File: src/rtl/strng_pkg.sv
// Shared types and constants for the TRNG byte-to-UART transmitter.
package strng_pkg;

    localparam int unsigned DEFAULT_BAUD_DIV = 434;
    localparam int unsigned DATA_BITS        = 8;
    localparam int unsigned FRAME_BITS       = 10;

    typedef enum logic [1:0] {
        IDLE  = 2'd0,
        START = 2'd1,
        DATA  = 2'd2,
        STOP  = 2'd3
    } uart_state_e;

endpackage

File: src/rtl/rnd_fifo.sv
// Synchronous show-ahead byte FIFO with registered occupancy count.
module rnd_fifo #(
    parameter int unsigned DEPTH = 4,
    parameter int unsigned WIDTH = 8
) (
    input  logic             clk,
    input  logic             rst,
    input  logic             i_push,
    input  logic [WIDTH-1:0] i_data,
    input  logic             i_pop,
    output logic [WIDTH-1:0] o_data,
    output logic             o_full,
    output logic             o_empty
);

    localparam int unsigned PTR_W = $clog2(DEPTH);
    localparam int unsigned CNT_W = PTR_W + 1;

    logic [WIDTH-1:0] r_mem [DEPTH];
    logic [PTR_W-1:0] r_wr_ptr;
    logic [PTR_W-1:0] r_rd_ptr;
    logic [CNT_W-1:0] r_count;
    logic             w_do_push;
    logic             w_do_pop;

    assign o_full    = (r_count == CNT_W'(DEPTH));
    assign o_empty   = (r_count == '0);
    assign w_do_push = i_push && !o_full;
    assign w_do_pop  = i_pop && !o_empty;
    assign o_data    = r_mem[r_rd_ptr];

    // Pointers wrap naturally because DEPTH is a power of two.
    always_ff @(posedge clk or posedge rst) begin
        if (rst) begin
            r_wr_ptr <= '0;
            r_rd_ptr <= '0;
            r_count  <= '0;
        end else begin
            if (w_do_push) r_wr_ptr <= r_wr_ptr + PTR_W'(1);
            if (w_do_pop)  r_rd_ptr <= r_rd_ptr + PTR_W'(1);
            case ({w_do_push, w_do_pop})
                2'b10:   r_count <= r_count + CNT_W'(1);
                2'b01:   r_count <= r_count - CNT_W'(1);
                default: r_count <= r_count;
            endcase
        end
    end

    always_ff @(posedge clk) begin
        if (w_do_push) r_mem[r_wr_ptr] <= i_data;
    end

endmodule

File: src/rtl/rnd_uart_tx.sv
// Buffers TRNG bytes in a small FIFO and streams them out as 8N1 UART frames.
module rnd_uart_tx
    import strng_pkg::*;
#(
    parameter int unsigned BAUD_DIV   = DEFAULT_BAUD_DIV,
    parameter int unsigned FIFO_DEPTH = 4
) (
    input  logic        clk,
    input  logic        rst,
    input  logic [7:0]  rnd_data,
    input  logic        rnd_valid,
    output logic        rnd_ready,
    output logic        tx,
    output logic        busy,
    output logic [15:0] drop_cnt
);

    localparam int unsigned BAUD_W = (BAUD_DIV > 1) ? $clog2(BAUD_DIV) : 1;
    localparam int unsigned BIT_W  = $clog2(DATA_BITS);

    uart_state_e          r_state;
    logic [BAUD_W-1:0]    r_baud_cnt;
    logic [BIT_W-1:0]     r_bit_idx;
    logic [DATA_BITS-1:0] r_shift;
    logic                 r_tx;
    logic [15:0]          r_drop_cnt;

    logic                 w_full;
    logic                 w_empty;
    logic                 w_baud_end;
    logic                 w_pop;
    logic [DATA_BITS-1:0] w_fifo_data;

    assign w_baud_end = (r_baud_cnt == BAUD_W'(BAUD_DIV - 1));
    // A byte leaves the FIFO either from idle or straight out of a finished stop bit.
    assign w_pop      = !w_empty && ((r_state == IDLE) || ((r_state == STOP) && w_baud_end));

    assign rnd_ready = !w_full;
    assign tx        = r_tx;
    assign busy      = (r_state != IDLE) || !w_empty;
    assign drop_cnt  = r_drop_cnt;

    rnd_fifo #(
        .DEPTH (FIFO_DEPTH),
        .WIDTH (DATA_BITS)
    ) u_fifo (
        .clk     (clk),
        .rst     (rst),
        .i_push  (rnd_valid),
        .i_data  (rnd_data),
        .i_pop   (w_pop),
        .o_data  (w_fifo_data),
        .o_full  (w_full),
        .o_empty (w_empty)
    );

    // Frame sequencer: shift register is consumed LSB first, one bit per baud period.
    always_ff @(posedge clk or posedge rst) begin
        if (rst) begin
            r_state    <= IDLE;
            r_baud_cnt <= '0;
            r_bit_idx  <= '0;
            r_shift    <= '0;
            r_tx       <= 1'b1;
        end else begin
            case (r_state)
                IDLE: begin
                    r_baud_cnt <= '0;
                    if (w_pop) begin
                        r_shift <= w_fifo_data;
                        r_tx    <= 1'b0;
                        r_state <= START;
                    end
                end
                START: begin
                    if (w_baud_end) begin
                        r_baud_cnt <= '0;
                        r_bit_idx  <= '0;
                        r_tx       <= r_shift[0];
                        r_shift    <= {1'b0, r_shift[DATA_BITS-1:1]};
                        r_state    <= DATA;
                    end else begin
                        r_baud_cnt <= r_baud_cnt + BAUD_W'(1);
                    end
                end
                DATA: begin
                    if (w_baud_end) begin
                        r_baud_cnt <= '0;
                        if (r_bit_idx == BIT_W'(DATA_BITS - 1)) begin
                            r_tx    <= 1'b1;
                            r_state <= STOP;
                        end else begin
                            r_bit_idx <= r_bit_idx + BIT_W'(1);
                            r_tx      <= r_shift[0];
                            r_shift   <= {1'b0, r_shift[DATA_BITS-1:1]};
                        end
                    end else begin
                        r_baud_cnt <= r_baud_cnt + BAUD_W'(1);
                    end
                end
                STOP: begin
                    if (w_baud_end) begin
                        r_baud_cnt <= '0;
                        if (w_pop) begin
                            r_shift <= w_fifo_data;
                            r_tx    <= 1'b0;
                            r_state <= START;
                        end else begin
                            r_state <= IDLE;
                        end
                    end else begin
                        r_baud_cnt <= r_baud_cnt + BAUD_W'(1);
                    end
                end
                default: r_state <= IDLE;
            endcase
        end
    end

    // Saturating count of bytes offered while the FIFO was full.
    always_ff @(posedge clk or posedge rst) begin
        if (rst) begin
            r_drop_cnt <= '0;
        end else if (rnd_valid && w_full && (r_drop_cnt != 16'hFFFF)) begin
            r_drop_cnt <= r_drop_cnt + 16'd1;
        end
    end

endmodule

File: config.mk
export PLATFORM = sky130hd
export DESIGN_NAME = rnd_uart_tx
export DESIGN_NICKNAME = d
export VERILOG_FILES = /design/src/rtl/strng_pkg.sv /design/src/rtl/rnd_fifo.sv /design/src/rtl/rnd_uart_tx.sv
export SDC_FILE = /design/constraint.sdc
export NUM_CORES = 1
export LEC_CHECK = 0
export CAP_MARGIN = 25
export CORE_ASPECT_RATIO = 0.7
export CORE_MARGIN = 2
export CORE_UTILIZATION = 62
export CTS_CLUSTER_SIZE = 20
export DETAILED_ROUTE_END_ITERATION = 7
export PLACE_DENSITY = 0.82
export SYNTH_ARGS = -nofsm -noshare
export SYNTH_HDL_FRONTEND = slang
export SYNTH_HIERARCHICAL = 1
export SYNTH_SLANG_ARGS = --single-unit
File: constraint.sdc
create_clock -name clk -period 5.4 [get_ports clk]
set_clock_uncertainty 0.2 [all_clocks]
set_input_delay 1.08 -clock clk [delete_from_list [all_inputs] [get_ports clk]]
set_output_delay 1.08 -clock clk [all_outputs]
set_load 0.03 [all_outputs]
=== Yosys cells after proc, flatten, opt, wreduce, memory -nomap -nowiden ===
Memories as Yosys holds them, arrays and structs flattened.
Index checks and enable logic that the tools add are counted.

* Register bits after elaboration: 46
* Memory bits (writable): 32
* Input bits: 11
* Word-level logic and storage cells: 80
* Memories kept: 1

{| class="wikitable"
|+ Memories
! memory !! words !! width !! read ports !! clocked after memory_dff !! wr ports !! RTL line !! source
|-
| u_fifo.r_mem || 4 || 8 || 1 || 0 || 1 || rnd_fifo.sv:19 || <nowiki>logic [WIDTH-1:0] r_mem [DEPTH];</nowiki>
|}

* Add/sub/neg operators: 7
* Equality and inequality tests: 15
* Mux-type cells: 28
* Reductions and logical operators: 20

{| class="wikitable"
|+ Operators with widths
! cell !! count
|-
| $mux W8 || 5
|-
| $pmux W8 S4 || 1
|-
| $pmux W9 S2 || 1
|-
| $add A16 B1 Y16 const B || 1
|-
| $ne A16 B16 Y1 const B || 1
|-
| $pmux W3 S2 || 2
|-
| $mux W2 || 5
|-
| $ne A2 B2 Y1 const B || 5
|-
| $add A9 B1 Y9 const B || 1
|-
| $eq A9 B9 Y1 const B || 1
|-
| $mux W3 || 3
|-
| $mux W9 || 1
|-
| $mux W1 || 8
|-
| $pmux W2 S4 || 1
|-
| $reduce_and A4 Y1 || 2
|-
| $add A3 B1 Y3 const B || 2
|-
| $eq A2 B2 Y1 const B || 3
|-
| $eq A3 B3 Y1 const B || 2
|-
| $logic_and A1 B1 Y1 || 6
|-
| $reduce_bool A2 Y1 || 3
|-
| $reduce_and A5 Y1 || 1
|-
| $add A2 B1 Y2 const B || 2
|-
| $eq A2 B1 Y1 const B || 2
|-
| $pmux W1 S4 || 1
|-
| 8 further kinds || 10
|}

=== Logic depth before layout (Yosys ltp) ===
* Depth in word-level cells: 7
* Depth in mapped cells: 12

=== By module ===
Netlist, hierarchy kept.

{| class="wikitable"
|+ By module, submodules not included
! module !! instances !! cells each !! area each (µm²) !! seq. area each (µm²)
|-
| rnd_uart_tx || 1 || 191 || 2068.2 || 977.2
|-
| rnd_fifo || 1 || 80 || 1596.5 || 1136.1
|}

=== Worst setup path before layout ===
OpenSTA, ideal clock, no wires.

* Kind: in2reg
* Start: input rnd_valid
* End: register u_fifo.r_count[2]
* Setup time: 79 ps
* Arrival: 2222 ps
* Setup slack: 2898 ps
* Stages on the path: 8
* Cell sequence: nor2b_4 inv_1 ha_1 inv_1 fa_1 xor2_1 nor2_1 xor2_1

* Word-level cells in the longest chain between the ends: 3

{| class="wikitable"
|+ Ends and longest elaborated chain
! what !! RTL line !! source
|-
| start, declared || rnd_uart_tx.sv:11 || <nowiki>input logic rnd_valid,</nowiki>
|-
| $logic_and A1 B1 Y1 (*) || rnd_fifo.sv:28 || <nowiki>assign w_do_push = i_push && !o_full;</nowiki>
|-
| $eq A2 B1 Y1 / $eq A2 B2 Y1 (equally long branches) || rnd_fifo.sv:41 || <nowiki>case ({w_do_push, w_do_pop})</nowiki>
|-
| $pmux W3 S2 / $reduce_bool A2 Y1 (equally long branches) || -- ||
|-
| end signal, assigned || rnd_fifo.sv:42 || <nowiki>2'b10: r_count <= r_count + CNT_W'(1);</nowiki>
|-
| end signal, assigned || rnd_fifo.sv:43 || <nowiki>2'b01: r_count <= r_count - CNT_W'(1);</nowiki>
|-
| end signal, assigned || rnd_fifo.sv:44 || <nowiki>default: r_count <= r_count;</nowiki>
|-
| end, declared || rnd_fifo.sv:22 || <nowiki>logic [CNT_W-1:0] r_count;</nowiki>
|}

Mark *: on every way between the ends. The rest lies on a longest branch, timed or not.
A chain may end at the register's enable or synchronous reset.

=== Final worst setup path ===
* Start: register u_fifo.r_count[0]
* End: output busy

* Word-level cells in the longest chain between the ends: 3

{| class="wikitable"
|+ Ends and longest elaborated chain
! what !! RTL line !! source
|-
| $logic_not A3 Y1 || rnd_fifo.sv:27 || <nowiki>assign o_empty = (r_count == '0);</nowiki>
|-
| named net w_empty || rnd_uart_tx.sv:29 || <nowiki>logic w_empty;</nowiki>
|-
| $logic_not A1 Y1 || rnd_uart_tx.sv:40 || <nowiki>assign busy = (r_state != IDLE) || !w_empty;</nowiki>
|-
| $logic_or A1 B1 Y1 || rnd_uart_tx.sv:40 ||
|-
| end, declared || rnd_uart_tx.sv:14 || <nowiki>output logic busy,</nowiki>
|}

The timed path passes the listed nets, and every way through them passes these cells.

==> implementation parameters <==
Parameter                              Value

STA
  RSZ-0062 raised after global routing    no
  Measured slew at the worst slew-check pin    0.8479 ns
  Max Transition Viols Final    0
  Final Hold Violating Endpoints    0
  Hold WS    approximately 0.30 ns
  Setup TNS    0 ns
  Peak Freq    286.1 MHz
  Min Clock Period, post-route    about 3.5 ns
  Count of endpoints failing setup in the final report    0
  Worst slew margin relative to its limit    42.95%
  Final cycle utilization of the critical path    64.73%

Critical path
  Setup crit end kind    primary output
  Worst endpoint data arrival time    2.22 ns
  Endpoint of the lowest-slack register-to-register path    u_fifo/r_count[2]
  Worst setup SP type    register
  Required @ worst endpoint    4.12 ns
  Setup slack on the worst flop-to-flop path    2.64 ns
  Critical setup path kind    reg -> out
  Startpoint of the worst register-to-register path    r_baud_cnt[1]
  CP Max Fanout    7
  Depth of the most critical reg-to-reg path    12

GRT
  Initial antenna violation count    0
  Global-route wire length before repair    10.66 mm
  Maximum number of pins on one net before global-route repair    40
  Global route total overflow    0
  Total Routing Usage GR    22.17%
  Via count of the first global-routing pass    2152

Logic synthesis
  Main synth FF type    sky130_fd_sc_hd__dfrtp_1
  Warnings, synthesis    6
  Mean Syn Cell Area    13.52 µm²
  Post-synthesis cell area    3665 µm²
  Area share of the largest cell type after synthesis    30.73%
  Gate count of the mapped netlist    271
  Cell type with the highest aggregate area in the netlist    sky130_fd_sc_hd__dfrtp_1
  Synthesized flop and latch total    78
  Cells taking the most area after synthesis    sky130_fd_sc_hd__dfrtp_1 (31%), sky130_fd_sc_hd__edfxtp_1 (26%), sky130_fd_sc_hd__mux4_2 (4.9%)
  Number of unique standard cell types used by synthesis    48
  Post-synth EDFFs    32
  Net count after synthesis    297
  Sequential element share of the synthesized area    57.66%
  Proportion of synthesized flip-flops having asynchronous set or reset    about 60%

CTS
  Source-to-sink clock delay at the later pin of the worst-skew pair    approximately 0.35 ns
  Buffers inserted during post-CTS setup optimization    0
  Cts bufs inserted    9
  Sinks on the clock net    78
  Clock buffer depth    2
  Quantity of hold-fixing buffers added after cts    0
  H-tree levels    3
  CTS tree    done
  Post-cts repair resize count    0
  Clk root buf    sky130_fd_sc_hd__clkbuf_8
  Clock-pin transition on the worst setup and hold timing paths    0.08 ns

Power and ir drop
  PwrDens    533.2 nW/µm²
  Worst VDD drop    0.3977 mV
  Standby leakage power    1.727 nW
  Power consumption    around 0.0023 W

Min path
  Worst hold path endpoint    tx
  Number of cells traversed by the worst hold path    2
  Hold path startpoint    tx
  Path type of the worst min-delay path    reg -> reg

Cells and area
  Most common library cell in the layout ignoring fill and taps    sky130_fd_sc_hd__dfrtp_1
  Fin area    4255 µm²
  Most frequent cells in the layout    sky130_fd_sc_hd__dfrtp_1 (45), sky130_fd_sc_hd__edfxtp_1 (32), sky130_fd_sc_hd__clkdlybuf4s50_1 (29), sky130_fd_sc_hd__xnor2_1 (19), sky130_fd_sc_hd__nor2_1 (18)
  Area Growth Syn to Fin    16.11%
  Diode count    0
  Nets    333
  Share of final-layout standard cells stronger than drive strength 1    around 17%

Placement
  Instance area after placement    4034 µm²
  Final weighted congestion in routability-driven placement    0.8139
  Final HPWL from detailed placement    4.478 mm
  Port Buffer Count    29

Run status
  Status    complete, no violations

Floorplan
  Vert. Die Dim    68.33 µm
  Core footprint    5727 µm²
  Area of the die    6552 µm²
  Starting Density    between 60% and 70%
  Standard-cell row count    23
  Top-level port count    30
  Die width    95.89 µm

Drt
  Via total after detailed routing    2166
  Drt first-iter violations    between 60 and 70
  Remaining design rule violation count    0
  Residual antenna-violating net count after detailed routing    0
  Detailed-routing iteration count for the pre-antenna-repair pass    4
  Drt total wl    ~6.3 mm
  Average wire per standard cell    between 15 and 20 µm
  Ratio of routed vias to standard cells    5.597

Run
  Max-capacitance violation count    0
-- cells in the mapped netlist (2+ instances only) --
cell                        n
sky130_fd_sc_hd__mux2_2     8
sky130_fd_sc_hd__o21ai_0    6
sky130_fd_sc_hd__clkbuf_1   2
sky130_fd_sc_hd__buf_2      3
sky130_fd_sc_hd__and4_1     2
sky130_fd_sc_hd__xnor2_1   19
sky130_fd_sc_hd__mux2i_1    2
sky130_fd_sc_hd__nor2b_1    3
sky130_fd_sc_hd__mux2_4     9
sky130_fd_sc_hd__and3_1     3
sky130_fd_sc_hd__nor2_1    18
sky130_fd_sc_hd__xor2_1     9
sky130_fd_sc_hd__edfxtp_1  32
sky130_fd_sc_hd__nand4_1    8
sky130_fd_sc_hd__and2_1     2
sky130_fd_sc_hd__nand3b_1   2
sky130_fd_sc_hd__ha_1      14
sky130_fd_sc_hd__and2_2     4
sky130_fd_sc_hd__nor3_1     2
sky130_fd_sc_hd__a21oi_1    4
sky130_fd_sc_hd__nand2_1   15
sky130_fd_sc_hd__dfrtp_1   45
sky130_fd_sc_hd__nand3_1   12
sky130_fd_sc_hd__mux4_2     8
sky130_fd_sc_hd__inv_1     16
-- routing by layer --
| metal | vias up | part of all wire, % | track usage [%] | wire length [µm] |
|---|---|---|---|---|
| li1 | 1050 | - | - | - |
| met4 | 0 | 0.82 | 4.286 | 52 |
| met3 | 7 | 3.9 | 7.930 | 249 |
| met2 | 34 | 44 | 31.56 | 2791 |
| met5 | - | 0 | 0 | 0 |
| met1 | 1075 | 51 | 33.23 | 3223 |
-- flip-flops by register name (all words and copies together) (netlist names) --
| name | cells |
|---|---|
| u_fifo/r_count | 3 |
| tx | 1 |
| r_state | 2 |
| r_shift | 8 |
| u_fifo/r_mem | 32 |
| r_baud_cnt | 9 |
| u_fifo/r_rd_ptr | 2 |
| u_fifo/r_wr_ptr | 2 |
| drop_cnt | 16 |
| r_bit_idx | 3 |
-- area by class of cell --
| cell class | count | area (µm²) |
|---|---|---|
| clock buffers | 10 | 127.6 |
| clock inverters | 6 | 93.84 |
| fillers | 355 | 1471 |
| inverters | 16 | 60.06 |
| multi-input cells | 171 | 1461 |
| flip-flops and latches | 78 | 2113 |
| well taps | 75 | 93.84 |
| repair buffers | 31 | 305.3 |
-- critical path, stage by stage, from the launching register on --
cell and delay [ns]:
sky130_fd_sc_hd__dfrtp_1 0.47, sky130_fd_sc_hd__nor3_1 0.65, sky130_fd_sc_hd__nand2_1 0.14, sky130_fd_sc_hd__clkdlybuf4s50_1 0.62
-- how the worst max path moves through the flow --
stage	start	endpoint	slack, ns	cells after the start
6_report	u_fifo/r_count[0]	busy	1.90	3
4_1_cts	u_fifo/r_count[0]	busy	1.90	3
3_3_place_gp	u_fifo/r_count[0]	busy	2.37	3
5_1_grt	u_fifo/r_count[0]	busy	1.74	3
3_5_place_dp	u_fifo/r_count[0]	busy	2.28	3
2_1_floorplan	rnd_valid	u_fifo/r_count[2]	2.90	8
-- cells by family after synthesis --
logic type	synth area share, %
compound gates	4.234
xor+xnor	6.692
fa+ha+maj	5.326
buf+inv	2.458
flops	57.66
mux	11.61
simple gates	12.02
-- where the power goes --
group / total, W / internal [W] / switching (W)
combinational: 0.000864 / 0.000457 / 0.000407
clock: 0.000478 / 0.000264 / 0.000215
sequential: 0.000927 / 0.000779 / 0.000148
total: 0.00227 / 0.00150 / 0.000769
-- per-stage QoR --
step	util (%)	std cells	setup slack [ns]
final	74.31	387	1.905
after global routing	74.31	387	1.744
after CTS	74.31	387	1.896
after detailed placement	70.44	371	2.280
after global placement	70.44	371	2.365
after floorplan	-	271	2.898
No activity file was read; power rests on OpenSTA's default activity.
